### src/rtl/sipo_deser_if.sv
// Handshake/bus bundle for sipo_deser: serial input side, word output side and status.
// The master modport belongs to whoever drives the serial line and consumes words.
interface sipo_deser_if #(
  parameter int WIDTH = 8,
  parameter int CNT_W = $clog2(WIDTH)
) ();
  logic             init;
  logic             si;
  logic             si_valid;
  logic             msb_first;
  logic             out_ready;
  logic             out_valid;
  logic [WIDTH-1:0] out_data;
  logic [CNT_W-1:0] bit_cnt;
  logic             last_bit;
  logic             overrun;

  modport master (
    output init, si, si_valid, msb_first, out_ready,
    input  out_valid, out_data, bit_cnt, last_bit, overrun
  );

  modport slave (
    input  init, si, si_valid, msb_first, out_ready,
    output out_valid, out_data, bit_cnt, last_bit, overrun
  );
endinterface

### src/rtl/sipo_deser.sv
// Serial-in/parallel-out deserializer: bit counter, per-word bit order and a
// one-entry valid/ready output register with sticky overrun flag.
module sipo_deser #(
  parameter int WIDTH = 8,
  parameter int CNT_W = $clog2(WIDTH)
) (
  input  logic         clk,
  input  logic         rst_n,
  sipo_deser_if.slave  bus
);

  localparam logic [CNT_W-1:0] LAST = CNT_W'(WIDTH - 1);

  logic [WIDTH-1:0] r_sh;
  logic [WIDTH-1:0] r_data;
  logic [CNT_W-1:0] r_cnt;
  logic             r_order;
  logic             r_valid;
  logic             r_ovr;

  logic             w_order;
  logic             w_last;
  logic             w_done;
  logic [WIDTH-1:0] w_sh_nxt;

  // Bit order is sampled on the first bit of a word and frozen for the rest.
  assign w_order  = (r_cnt == '0) ? bus.msb_first : r_order;
  assign w_sh_nxt = w_order ? {r_sh[WIDTH-2:0], bus.si} : {bus.si, r_sh[WIDTH-1:1]};
  assign w_last   = bus.si_valid && (r_cnt == LAST);
  assign w_done   = w_last && !bus.init;

  always_ff @(posedge clk or negedge rst_n) begin
    if (!rst_n) begin
      r_sh    <= '0;
      r_data  <= '0;
      r_cnt   <= '0;
      r_order <= 1'b0;
      r_valid <= 1'b0;
      r_ovr   <= 1'b0;
    end else begin
      if (bus.init) begin
        r_sh    <= '0;
        r_cnt   <= '0;
        r_order <= 1'b0;
        r_ovr   <= 1'b0;
      end else if (bus.si_valid) begin
        r_order <= w_order;
        if (w_last) begin
          r_sh  <= '0;
          r_cnt <= '0;
          if (r_valid && !bus.out_ready) begin
            r_ovr <= 1'b1;
          end
        end else begin
          r_sh  <= w_sh_nxt;
          r_cnt <= r_cnt + 1'b1;
        end
      end

      // A completion on the consume edge keeps the buffer full with the new word.
      if (w_done) begin
        r_data  <= w_sh_nxt;
        r_valid <= 1'b1;
      end else if (r_valid && bus.out_ready) begin
        r_valid <= 1'b0;
      end
    end
  end

  assign bus.out_valid = r_valid;
  assign bus.out_data  = r_data;
  assign bus.bit_cnt   = r_cnt;
  assign bus.last_bit  = w_last;
  assign bus.overrun   = r_ovr;

endmodule

### src/flat_wrapper.sv
// flat-port wrapper written by rule: the top's interface ports become plain ports
module sipo_deser_flat 
#(
  parameter int WIDTH = 8,
  parameter int CNT_W = $clog2(WIDTH)
)
  (clk, rst_n, bus_init, bus_si, bus_si_valid, bus_msb_first, bus_out_ready, bus_out_valid, bus_out_data, bus_bit_cnt, bus_last_bit, bus_overrun);
  sipo_deser_if #(.WIDTH(WIDTH), .CNT_W(CNT_W)) bus_i ();
  input  logic clk;
  input  logic rst_n;
  input wire logic [$bits(bus_i.init)-1:0] bus_init;
  input wire logic [$bits(bus_i.si)-1:0] bus_si;
  input wire logic [$bits(bus_i.si_valid)-1:0] bus_si_valid;
  input wire logic [$bits(bus_i.msb_first)-1:0] bus_msb_first;
  input wire logic [$bits(bus_i.out_ready)-1:0] bus_out_ready;
  output wire logic [$bits(bus_i.out_valid)-1:0] bus_out_valid;
  output wire logic [$bits(bus_i.out_data)-1:0] bus_out_data;
  output wire logic [$bits(bus_i.bit_cnt)-1:0] bus_bit_cnt;
  output wire logic [$bits(bus_i.last_bit)-1:0] bus_last_bit;
  output wire logic [$bits(bus_i.overrun)-1:0] bus_overrun;
  assign bus_i.init = bus_init;
  assign bus_i.si = bus_si;
  assign bus_i.si_valid = bus_si_valid;
  assign bus_i.msb_first = bus_msb_first;
  assign bus_i.out_ready = bus_out_ready;
  assign bus_out_valid = bus_i.out_valid;
  assign bus_out_data = bus_i.out_data;
  assign bus_bit_cnt = bus_i.bit_cnt;
  assign bus_last_bit = bus_i.last_bit;
  assign bus_overrun = bus_i.overrun;
  sipo_deser #(.WIDTH(WIDTH), .CNT_W(CNT_W)) u_core (.clk(clk), .rst_n(rst_n), .bus(bus_i));
endmodule
### config.mk
export PLATFORM = sky130hd
export DESIGN_NAME = sipo_deser_flat
export DESIGN_NICKNAME = d
export VERILOG_FILES = /design/src/rtl/sipo_deser_if.sv /design/src/rtl/sipo_deser.sv /design/src/flat_wrapper.sv
export SDC_FILE = /design/constraint.sdc
export NUM_CORES = 1
export LEC_CHECK = 0
export BUFFER_PORTS_ARGS = -buffer_cell sky130_fd_sc_hd__buf_2
export CAP_MARGIN = 5
export CORE_UTILIZATION = 46
export DETAILED_ROUTE_END_ITERATION = 12
export GPL_TIMING_DRIVEN = 1
export PLACE_DENSITY = 0.72
export SLEW_MARGIN = 0
export SYNTH_ARGS = -nofsm -noshare
export SYNTH_HDL_FRONTEND = slang
export SYNTH_SLANG_ARGS = --single-unit
### constraint.sdc
create_clock -name clk -period 1.5 [get_ports clk]
set_input_delay 0.15 -clock clk [delete_from_list [all_inputs] [get_ports clk]]
set_output_delay 0.15 -clock clk [all_outputs]
set_load 0.02 [all_outputs]
==> metrics.yaml <==
worstPathArrival_ps: 1840
boundaryPins: 21
fin_area_mm2: 0.001260
fill_cells: 169
synth-seq-cells: 22
yosys_warnings: 0
crit_path_end_kind: "flip-flop"
start_util: 0.4853
dp_hpwl_um: 1218
synthTopCellsByCount: "22 x dfrtp_1, 18 x nand2_1, 16 x o21ai_1"
leakage_nw: 0.6003
rsz0062_at_grt: "yes"
nets: 129
peakVddDrop_mv: 0.5151
dr.pass1.iters: 4
yosys.cell_count.top_type: "dfrtp_1"
worst_pin_slew_ps: 701.0
numCtsBuffers: 3
wl_met2_um: 845
worst_slack_ps: -140.1
drc: 0
crit_fanout: 9
netlist_area_um2: 952.2
clock_sinks: 22
maxClockFrequency_mhz: 609.7
synthFlopType: "dfrtp_1"
clkTransAtPathRegs_ps: 120
drt_iter0_drc: 16
fin_crit_sh: 1.093
die_w_um: 47.50
drive_gt1_frac: 0.4068
highest_layer: "met4"
routabilityCongestion: 0.7743
totalPowerFinal_mw: 1.092
syn_nets: 98
numPortBuffers: 20
hold_viol_final: 0
h-tree-depth: 1
grtUsageTotal: 0.1777
wl_per_cell_um: 13.00
worstSkewPairLatency_ps: 300
synth_area_leaders: "dfrtp_1 58%, mux2i_1 9.5%, o21ai_1 8.4%"
grt_overflow_total: 0
drt.antenna.violating_nets: 0
grt_antenna_before_repair: 0
cp.required_ps: 1700
fin_crit_ps: 1640
outcome: "finished, violations left"
rows: 16
start_kind: "flip-flop"
async_flop_share: 1.000
cts_tree: "yes"
yosys.area.top_type_share: 0.5782
syn2layout_area_growth_pct: 32.33
powerDensity_mw_per_mm2: 866.5
yosys.area.top_type: "dfrtp_1"
setup_viol: 17
syn_inst: 88
die_y_um: 47.50
wl_met1_um: 953
ys_seq_area_frac: 0.5782
crit_type: "reg2reg"
num_vias: 721
grt_pass1_wl_um: 2697
wl_met3_um: 69
timing.hold.ws_ps: 16.96
cap_violations: 0
antenna-diode-count: 0
via_per_inst: 4.972
place_area_mm2: 0.001121
core-area_mm2: 0.001962
slew_violations: 0
dp.cells: 136
synth-edff-count: 0
grt_max_degree: 23
final_cells: 145
clockRootBuffer: "clkbuf_4"
hp-class: "in2reg"
grt_pass1_vias: 577
syn_area_per_cell_um2: 10.82
cts_buffer_depth: 2
synth.distinct_cells: 16
violations: "negative setup slack"
clock_skew_ps: 3.604
postRouteWirelength_um: 1885
slew_headroom: 0.5310
die_area_mm2: 0.002256
==> metrics by stage <==
| step | utilization | TNS [ps] | setup WS [ps] |
|---|---|---|---|
| 2_1_floorplan | - | -2570 | -159.0 |
| 3_3_place_gp | 0.5714 | -1564 | -126.8 |
| 3_5_place_dp | 0.5714 | -1919 | -138.3 |
| 4_1_cts | 0.6276 | -2049 | -131.3 |
| 5_1_grt | 0.6422 | -3795 | -243.8 |
| 6_report | 0.6422 | -2090 | -140.1 |
==> path summary, 6_finish.rpt <==
check                                       start                     end  slack, ps  cells after the start
max                         u_core.bus.bit_cnt[0]          u_core.r_sh[3]       -140                      7
min                                 bus_out_ready    u_core.bus.out_valid         20                      2
min in group asynchronous                   rst_n  u_core.bus.out_data[2]        320                      2
max reg2reg                 u_core.bus.bit_cnt[0]          u_core.r_sh[3]       -140                      7
min reg2reg                u_core.bus.out_data[5]  u_core.bus.out_data[5]        490                      2
max in group asynchronous                   rst_n   u_core.bus.bit_cnt[0]        820                      2
==> layout by cell type (no fill, tap or decap), types with 2 or more instances in the layout <==
cell and n:
nand2b_2 2, o21ai_1 17, nand2_1 18, dfrtp_1 20
mux2i_2 6, ha_2 2, inv_1 3, buf_6 3
clkbuf_4 3, mux2i_1 3, buf_2 19, dfrtp_2 2
nor2_1 4
==> cells by family (layout without fill, tap and decap cells) <==
| family | count (synthesis) | in the layout | synth area share |
|---|---|---|---|
| AND/OR/NAND/NOR | 26 | 29 | 0.1183 |
| flip-flops | 22 | 22 | 0.5782 |
| AO/OA/AOI/OAI | 21 | 21 | 0.1196 |
| multiplexers | 10 | 10 | 0.1183 |
| buffers and inverters | 6 | 33 | 0.02628 |
| adder cells (fa/ha/maj) | 3 | 3 | 0.03943 |
==> cell type report <==
class                   instances  area (um2)  area share
inverters                       4       15.01     0.01192
multi-input cells              63       455.4      0.3615
well taps                      27       33.78     0.02681
flip-flops and latches         22       553.0      0.4389
clock buffers                   4       36.28     0.02880
repair buffers                 25       166.4      0.1321
==> power by group <==
group          switching (mW)  internal (mW)  leakage, nW
registers             0.00939          0.605        0.301
clock network           0.173          0.148       0.0210
logic                  0.0806         0.0763        0.278
==> flip-flops by register name, summed over array words and instances (netlist names) <==
name and cells:
u_core.bus.overrun 1, u_core.bus.out_valid 1, u_core.bus.out_data 8, u_core.bus.bit_cnt 3
u_core.r_sh 8, u_core.r_order 1
==> what timing repair did <==
action / CTS / global route
gates resized for setup: 12 / 5
setup buffers: 1 / 0
endpoints found under the hold margin: 22 / 0
gates cloned: 2 / 1
pin swaps: 1 / 2
hold buffers: 1 / 0
endpoints found under the setup margin: 19 / 20
==> worst max-delay path, cell delays in order, from the launching register on <==
cell and delay (ps):
dfrtp_2 430, inv_2 50, ha_1 130, nor2b_4 160, mux2i_4 250, buf_12 160
mux2i_2 260, o21ai_1 90
==> routing by layer <==
layer | vias up | global-route usage
li1 | 366 | -
met1 | 336 | 0.2683
met2 | 17 | 0.2521
met3 | 2 | 0.03396
met4 | 0 | 0.06857
met5 | - | 0
Note: power is estimated with default switching activity, not from simulation.
